### src/rtl/systolic_feeder.sv
// systolic_feeder: gathers a 2x2 weight tile plus up to MAX_ROWS activation
// rows, then replays them into the 2x2 weight-stationary array. Weights are
// fed column-staggered, followed by a bank-switch pulse, and activations are
// fed row-staggered by one cycle.
module systolic_feeder #(
  parameter int DATA_W   = 16,
  parameter int MAX_ROWS = 8,
  parameter int CNT_W    = $clog2(MAX_ROWS + 1)
) (
  input  logic              clk,
  input  logic              rst,
  input  logic [DATA_W-1:0] w_in,
  input  logic              w_valid,
  output logic              w_ready,
  input  logic [DATA_W-1:0] a_in_0,
  input  logic [DATA_W-1:0] a_in_1,
  input  logic              a_valid,
  input  logic              a_last,
  output logic              a_ready,
  output logic [DATA_W-1:0] sys_data_in_11,
  output logic [DATA_W-1:0] sys_data_in_21,
  output logic              sys_start,
  output logic [DATA_W-1:0] sys_weight_in_11,
  output logic [DATA_W-1:0] sys_weight_in_12,
  output logic              sys_accept_w_1,
  output logic              sys_accept_w_2,
  output logic              sys_switch_in,
  output logic              busy,
  output logic              done,
  output logic [CNT_W-1:0]  row_count,
  output logic              trunc
);

  // Phase counter spans PUSH and STREAM: values 0..N+2, with N <= MAX_ROWS.
  localparam int PH_W = $clog2(MAX_ROWS + 3);

  typedef enum logic [2:0] {
    S_IDLE, S_W_COL, S_A_COL, S_PUSH, S_STREAM, S_DONE
  } state_t;

  state_t            state_q, state_d;
  logic [1:0]        widx_q, widx_d;
  logic [CNT_W-1:0]  row_count_q, row_count_d;
  logic [PH_W-1:0]   cyc_q, cyc_d;

  // Data buffers carry no reset; the FSM never drives them out unless valid.
  logic [DATA_W-1:0] wbuf_q [4];
  logic [DATA_W-1:0] rbuf0_q [MAX_ROWS];
  logic [DATA_W-1:0] rbuf1_q [MAX_ROWS];

  logic w_fire, a_fire, a_full, a_end, stream_end;
  logic in_push, in_run;
  logic [PH_W-1:0] n_ph, i11, i21;

  assign w_ready   = (state_q == S_IDLE) || (state_q == S_W_COL);
  assign a_ready   = (state_q == S_A_COL);
  assign w_fire    = w_valid && w_ready;
  assign a_fire    = a_valid && a_ready;
  assign a_full    = (row_count_q == CNT_W'(MAX_ROWS - 1));
  assign a_end     = a_fire && (a_last || a_full);
  assign trunc     = a_fire && !a_last && a_full;
  assign busy      = (state_q != S_IDLE) && (state_q != S_DONE);
  assign done      = (state_q == S_DONE);
  assign row_count = row_count_q;

  assign n_ph       = PH_W'(row_count_q);
  assign stream_end = (cyc_q == n_ph + PH_W'(2));
  assign in_push    = (state_q == S_PUSH);
  assign in_run     = in_push || (state_q == S_STREAM);
  assign i11        = cyc_q - PH_W'(2);
  assign i21        = cyc_q - PH_W'(3);

  // Next-state logic for the collect / push / stream sequence.
  always_comb begin
    state_d     = state_q;
    widx_d      = widx_q;
    row_count_d = row_count_q;
    cyc_d       = in_run ? cyc_q + PH_W'(1) : '0;
    if (w_fire) widx_d = widx_q + 2'd1;
    unique case (state_q)
      S_IDLE:   if (w_fire) state_d = S_W_COL;
      S_W_COL: begin
        if (w_fire && widx_q == 2'd3) begin
          state_d     = S_A_COL;
          row_count_d = '0;  // fresh tile: never reuse stale rows
        end
      end
      S_A_COL: begin
        if (a_fire) row_count_d = row_count_q + CNT_W'(1);
        if (a_end)  state_d = S_PUSH;
      end
      S_PUSH:   if (cyc_q == PH_W'(2)) state_d = S_STREAM;
      S_STREAM: if (stream_end) state_d = S_DONE;
      S_DONE:   state_d = S_IDLE;
      default:  state_d = S_IDLE;
    endcase
  end

  // Control state register with synchronous reset.
  always_ff @(posedge clk) begin
    if (rst) begin
      state_q     <= S_IDLE;
      widx_q      <= '0;
      row_count_q <= '0;
      cyc_q       <= '0;
    end else begin
      state_q     <= state_d;
      widx_q      <= widx_d;
      row_count_q <= row_count_d;
      cyc_q       <= cyc_d;
    end
  end

  // Capture weight and activation elements on their handshakes.
  always_ff @(posedge clk) begin
    if (w_fire) wbuf_q[widx_q] <= w_in;
    for (int r = 0; r < MAX_ROWS; r++) begin
      if (a_fire && row_count_q == CNT_W'(r)) begin
        rbuf0_q[r] <= a_in_0;
        rbuf1_q[r] <= a_in_1;
      end
    end
  end

  // Weight replay: column 1 gets W10 then W00, column 2 gets W11 then W01,
  // one cycle later, followed by the bank switch on the last weight beat.
  always_comb begin
    sys_accept_w_1   = 1'b0;
    sys_accept_w_2   = 1'b0;
    sys_switch_in    = 1'b0;
    sys_weight_in_11 = '0;
    sys_weight_in_12 = '0;
    if (in_push) begin
      unique case (cyc_q)
        PH_W'(0): begin
          sys_accept_w_1   = 1'b1;
          sys_weight_in_11 = wbuf_q[2];
        end
        PH_W'(1): begin
          sys_accept_w_1   = 1'b1;
          sys_weight_in_11 = wbuf_q[0];
          sys_accept_w_2   = 1'b1;
          sys_weight_in_12 = wbuf_q[3];
        end
        PH_W'(2): begin
          sys_accept_w_2   = 1'b1;
          sys_weight_in_12 = wbuf_q[1];
          sys_switch_in    = 1'b1;
        end
        default: ;
      endcase
    end
  end

  // Activation replay: row 1 starts at phase 2, row 2 trails by one cycle.
  always_comb begin
    sys_start      = 1'b0;
    sys_data_in_11 = '0;
    sys_data_in_21 = '0;
    if (in_run && cyc_q >= PH_W'(2) && cyc_q <= n_ph + PH_W'(1)) begin
      sys_start = 1'b1;
      for (int r = 0; r < MAX_ROWS; r++)
        if (i11 == PH_W'(r)) sys_data_in_11 = rbuf0_q[r];
    end
    if (in_run && cyc_q >= PH_W'(3) && cyc_q <= n_ph + PH_W'(2)) begin
      for (int r = 0; r < MAX_ROWS; r++)
        if (i21 == PH_W'(r)) sys_data_in_21 = rbuf1_q[r];
    end
  end

endmodule

### config.mk
export PLATFORM = sky130hd
export DESIGN_NAME = systolic_feeder
export DESIGN_NICKNAME = d
export VERILOG_FILES = /design/src/rtl/systolic_feeder.sv
export SDC_FILE = /design/constraint.sdc
export NUM_CORES = 1
export LEC_CHECK = 0
export CELL_PAD_IN_SITES_DETAIL_PLACEMENT = 1
export CELL_PAD_IN_SITES_GLOBAL_PLACEMENT = 1
export CORE_MARGIN = 1
export CORE_UTILIZATION = 52
export CTS_CLUSTER_DIAMETER = 50
export DETAILED_ROUTE_END_ITERATION = 8
export GPL_TIMING_DRIVEN = 1
export PLACE_DENSITY = 0.93
export SYNTH_ARGS = -nofsm -noshare
export SYNTH_HDL_FRONTEND = slang
export SYNTH_SLANG_ARGS = --single-unit
### constraint.sdc
create_clock -name clk -period 7.9 [get_ports clk]
set_input_delay 1.58 -clock clk [delete_from_list [all_inputs] [get_ports clk]]
set_output_delay 1.58 -clock clk [all_outputs]
set_load 0.02 [all_outputs]
==> results.sh, run 1 <==
export IMPL_die_h_um=167.4
export IMPL_status="completed"
export IMPL_rrSetupSlack_ns=4.91
export IMPL_tns_ns=0
export IMPL_placed_area_mm2=0.01572
export IMPL_dp_hpwl_um=24400
export IMPL_ctsResizeCount=0
export IMPL_syn_area_mm2=0.01422
export IMPL_maxSlewHeadroom=0.1100
export IMPL_synth_main_ff_cell="edfxtp_1"
export IMPL_required_ns=6.32
export IMPL_synth_cells=958
export IMPL_rsz0062_at_grt="false"
export IMPL_finalSetupViolCount=0
export IMPL_fill_cells=2452
export IMPL_hp_class="reg2reg"
export IMPL_wl_per_cell_um=29.58
export IMPL_setup_ws_ns=1.107
export IMPL_final_cells=1436
export IMPL_grt_ovfl_total=0
export IMPL_grt_pass1_wl_um=63590
export IMPL_dp_slack_ns=1.893
export IMPL_fmax_mhz=147.2
export IMPL_grt_start_max_net_pins=67
export IMPL_maxCapViolations=0
export IMPL_finalCoreUtilization=0.6300
export IMPL_grt_pass1_vias=10260
export IMPL_htreeDepth=2
export IMPL_drc=0
export IMPL_fin_skew_ns=0.02007
export IMPL_cts_made_buffers=37
export IMPL_dr_first_iter_drc_count=976
export IMPL_min_path_cells=2
export IMPL_post_cts_buffers=0
export IMPL_p_leak_uw=0.005196
export IMPL_crit_arrival_ns=5.21
export IMPL_place_inst=1365
export IMPL_floorplan_initialDensity=0.5292
export IMPL_worstPathMaxFanout=21
export IMPL_synth_edf_count=320
export IMPL_worst_slew_pin_slew_ns=1.330
export IMPL_first_pass_iters=5
export IMPL_clk_latency_ns=0.53
export IMPL_min_from="widx_q[1]"
export IMPL_regArea_mm2=0.009869
export IMPL_irDropWorstVdd_mv=0.2048
export IMPL_drive_above_1_share=0.1136
export IMPL_final_nets=1143
export IMPL_startpoint_type="register"
export IMPL_pin_count=130
export IMPL_yosys_warnings=0
export IMPL_numPortBuffers=129
export IMPL_regToRegStartpoint="state_q[1]"
export IMPL_ant_nets=0
export IMPL_rows=60
export IMPL_syn_to_final_growth_pct=19.04
export IMPL_syn_avg_cell_area_um2=14.85
export IMPL_slowest_delay_ns=0.85
export IMPL_cpMaxStageDelayCell="nand3_1"
export IMPL_vias=9603
export IMPL_worstSetupPathType="reg2out"
export IMPL_coreArea_mm2=0.02688
export IMPL_finalWorstPathRequiredPeriod_ns=6.793
export IMPL_stdcell_area_mm2=0.01693
export IMPL_clockRootBuffer="clkbuf_16"
export IMPL_cts_tree="done"
export IMPL_report_final_slew_viol_count=0
export IMPL_die_w_um=167.4
export IMPL_critPathBufInv=3
export IMPL_antenna_found_initial=3
export IMPL_seq_area_frac_synth=0.6939
export IMPL_crit_family="buffers and inverters"
export IMPL_crit_path_end_kind="output port"
export IMPL_gp_congestion=0.7951
export IMPL_ys_types=68
export IMPL_power_density_mw_per_mm2=230.0
export IMPL_cts_clk_slew_worst_paths_ns=0.06
export IMPL_cts_sinks=333
export IMPL_worstHoldEndpoint="widx_q[1]"
export IMPL_fin_crit_sh=0.8599
export IMPL_grtUsageTotal=0.3044
export IMPL_synthArstFlopShare=0
export IMPL_dieArea_mm2=0.02802
export IMPL_multi_input_area_mm2=0.003960
export IMPL_syn_nets=1038
export IMPL_r2r_end="rbuf1_q[0][16]"
export IMPL_wl_um=42480
export IMPL_cts_buffer_depth=3
export IMPL_r2r_cells=4
export IMPL_hold_viol=0
export IMPL_critical_path_cell_chain="inv_2 -> ha_1 -> clkinv_1 -> nand3_1 -> o221ai_1 -> a211oi_1 -> clkdlybuf4s50_1"
export IMPL_via_per_inst=6.687
export IMPL_hold_buffers=0
export IMPL_ys_seq_elements=333
synth_stat cells, drive strengths merged, types with 17 or more instances:
| cell | number | area [µm²] |
|---|---|---|
| edfxtp | 320 | 9609 |
| nand2 | 61 | 236.5 |
| clkbuf | 40 | 153.9 |
| buf | 37 | 217.7 |
| nand3 | 35 | 175.2 |
| nor2b | 35 | 219.0 |
| a21oi | 33 | 191.4 |
| o211ai | 33 | 247.7 |
| a22o | 32 | 280.3 |
| o21ai | 31 | 155.2 |
| a221o | 30 | 300.3 |
| ha | 27 | 337.8 |
| nand2b | 21 | 131.4 |
| a2111oi | 17 | 224.0 |
| a211oi | 17 | 127.6 |
| o22ai | 17 | 106.4 |
cell type report:
class / instances / share of cell area
multi-input combinational: 530 / 0.2339
antenna: 3 / 0.0004434
clock inverter: 18 / 0.01086
sequential: 333 / 0.5829
tap: 341 / 0.02520
timing repair buffer: 143 / 0.08247
inverter: 18 / 0.004138
clock buffer: 50 / 0.06008
registers in the layout, summed over array words and instances (netlist names):
register and count:
rbuf0_q 128, wbuf_q 64, state_q 3, rbuf1_q 128, cyc_q 4, row_count 4
widx_q 2
worst max path at each step:
stage	startpoint	slack, ns	cells after the start	endpoint
after floorplan	a_valid	2.62	2	rbuf0_q[0][48]
after global placement	cyc_q[2]	2.15	7	sys_data_in_11[5]
after detailed placement	cyc_q[2]	1.89	7	sys_data_in_11[1]
after CTS	cyc_q[2]	1.18	7	sys_data_in_11[15]
after global routing	cyc_q[2]	0.89	7	sys_data_in_11[11]
final	cyc_q[2]	1.11	7	sys_data_in_11[11]
cells by family (layout without fill, tap and decap cells):
| kind of cell | count (synthesis) | count (layout) | synth area share |
|---|---|---|---|
| buffers and inverters | 95 | 229 | 0.03105 |
| adders and majority gates | 27 | 27 | 0.02375 |
| DFF | 333 | 333 | 0.6939 |
| other | 0 | 3 | 0 |
| and+or+nand+nor | 211 | 211 | 0.08313 |
| AOI/OAI and AO/OA | 283 | 283 | 0.1612 |
| xor gates and xnor gates | 8 | 8 | 0.006246 |
| muxes | 1 | 1 | 0.0007916 |
power breakdown:
part / internal (µW) / total, µW / switching [µW]
logic: 63.3 / 178 / 115
clock network: 1010 / 1720 / 707
registers: 1980 / 2000 / 21.1
cell usage in the layout (no fill, tap or decap), types with 5 or more instances in the layout:
cell and count:
a2111oi_1 5, a2111oi_2 11, a211oi_1 17, a21oi_1 29
a221o_1 30, a221oi_1 16, a22o_1 32, a22oi_1 16
and3_1 7, buf_4 14, clkbuf_1 11, clkbuf_16 39
clkdlybuf4s50_1 129, clkinv_1 6, dfxtp_1 13, edfxtp_1 320
ha_1 25, inv_1 14, nand2_1 60, nand2b_1 21
nand3_1 35, nand3b_1 6, nor2_1 10, nor2b_1 35
o211ai_1 33, o21ai_0 22, o21ai_1 9, o221a_2 16
o221ai_1 16, o22ai_1 17, xnor2_1 5
worst register-to-register path, stage by stage (launching register included):
cell and delay, ns:
dfxtp_1 0.54, nor3b_2 0.49, nand2_1 0.30, nor3_1 0.31, and2_2 0.94
through the flow:
stage                     power [µW]  hold slack (ns)
after floorplan                 2108           0.4692
after global placement          2190           0.4880
after detailed placement        2208           0.5164
after CTS                       3907           0.5277
after global routing            3981           0.5565
final                           3895           0.5244
metal layers:
layer / global-route usage / share of wire
met1: 0.3698 / 0.37
met2: 0.5292 / 0.52
met3: 0.06003 / 0.080
met4: 0.1308 / 0.031
met5: 0 / 0
Note: power is estimated with default switching activity, not from simulation.
==> run 2: changes to the inputs <==
- HOLD_SLACK_MARGIN: not set -> 0.02
==> results of run 2 <==
No change in the layout: final DEF, timing and power equal those of run 1.
==> run 3: changes to the inputs <==
- HOLD_SLACK_MARGIN: 0.02 -> not set
==> results of run 3 <==
No change in the layout: final DEF, timing and power equal those of run 1.
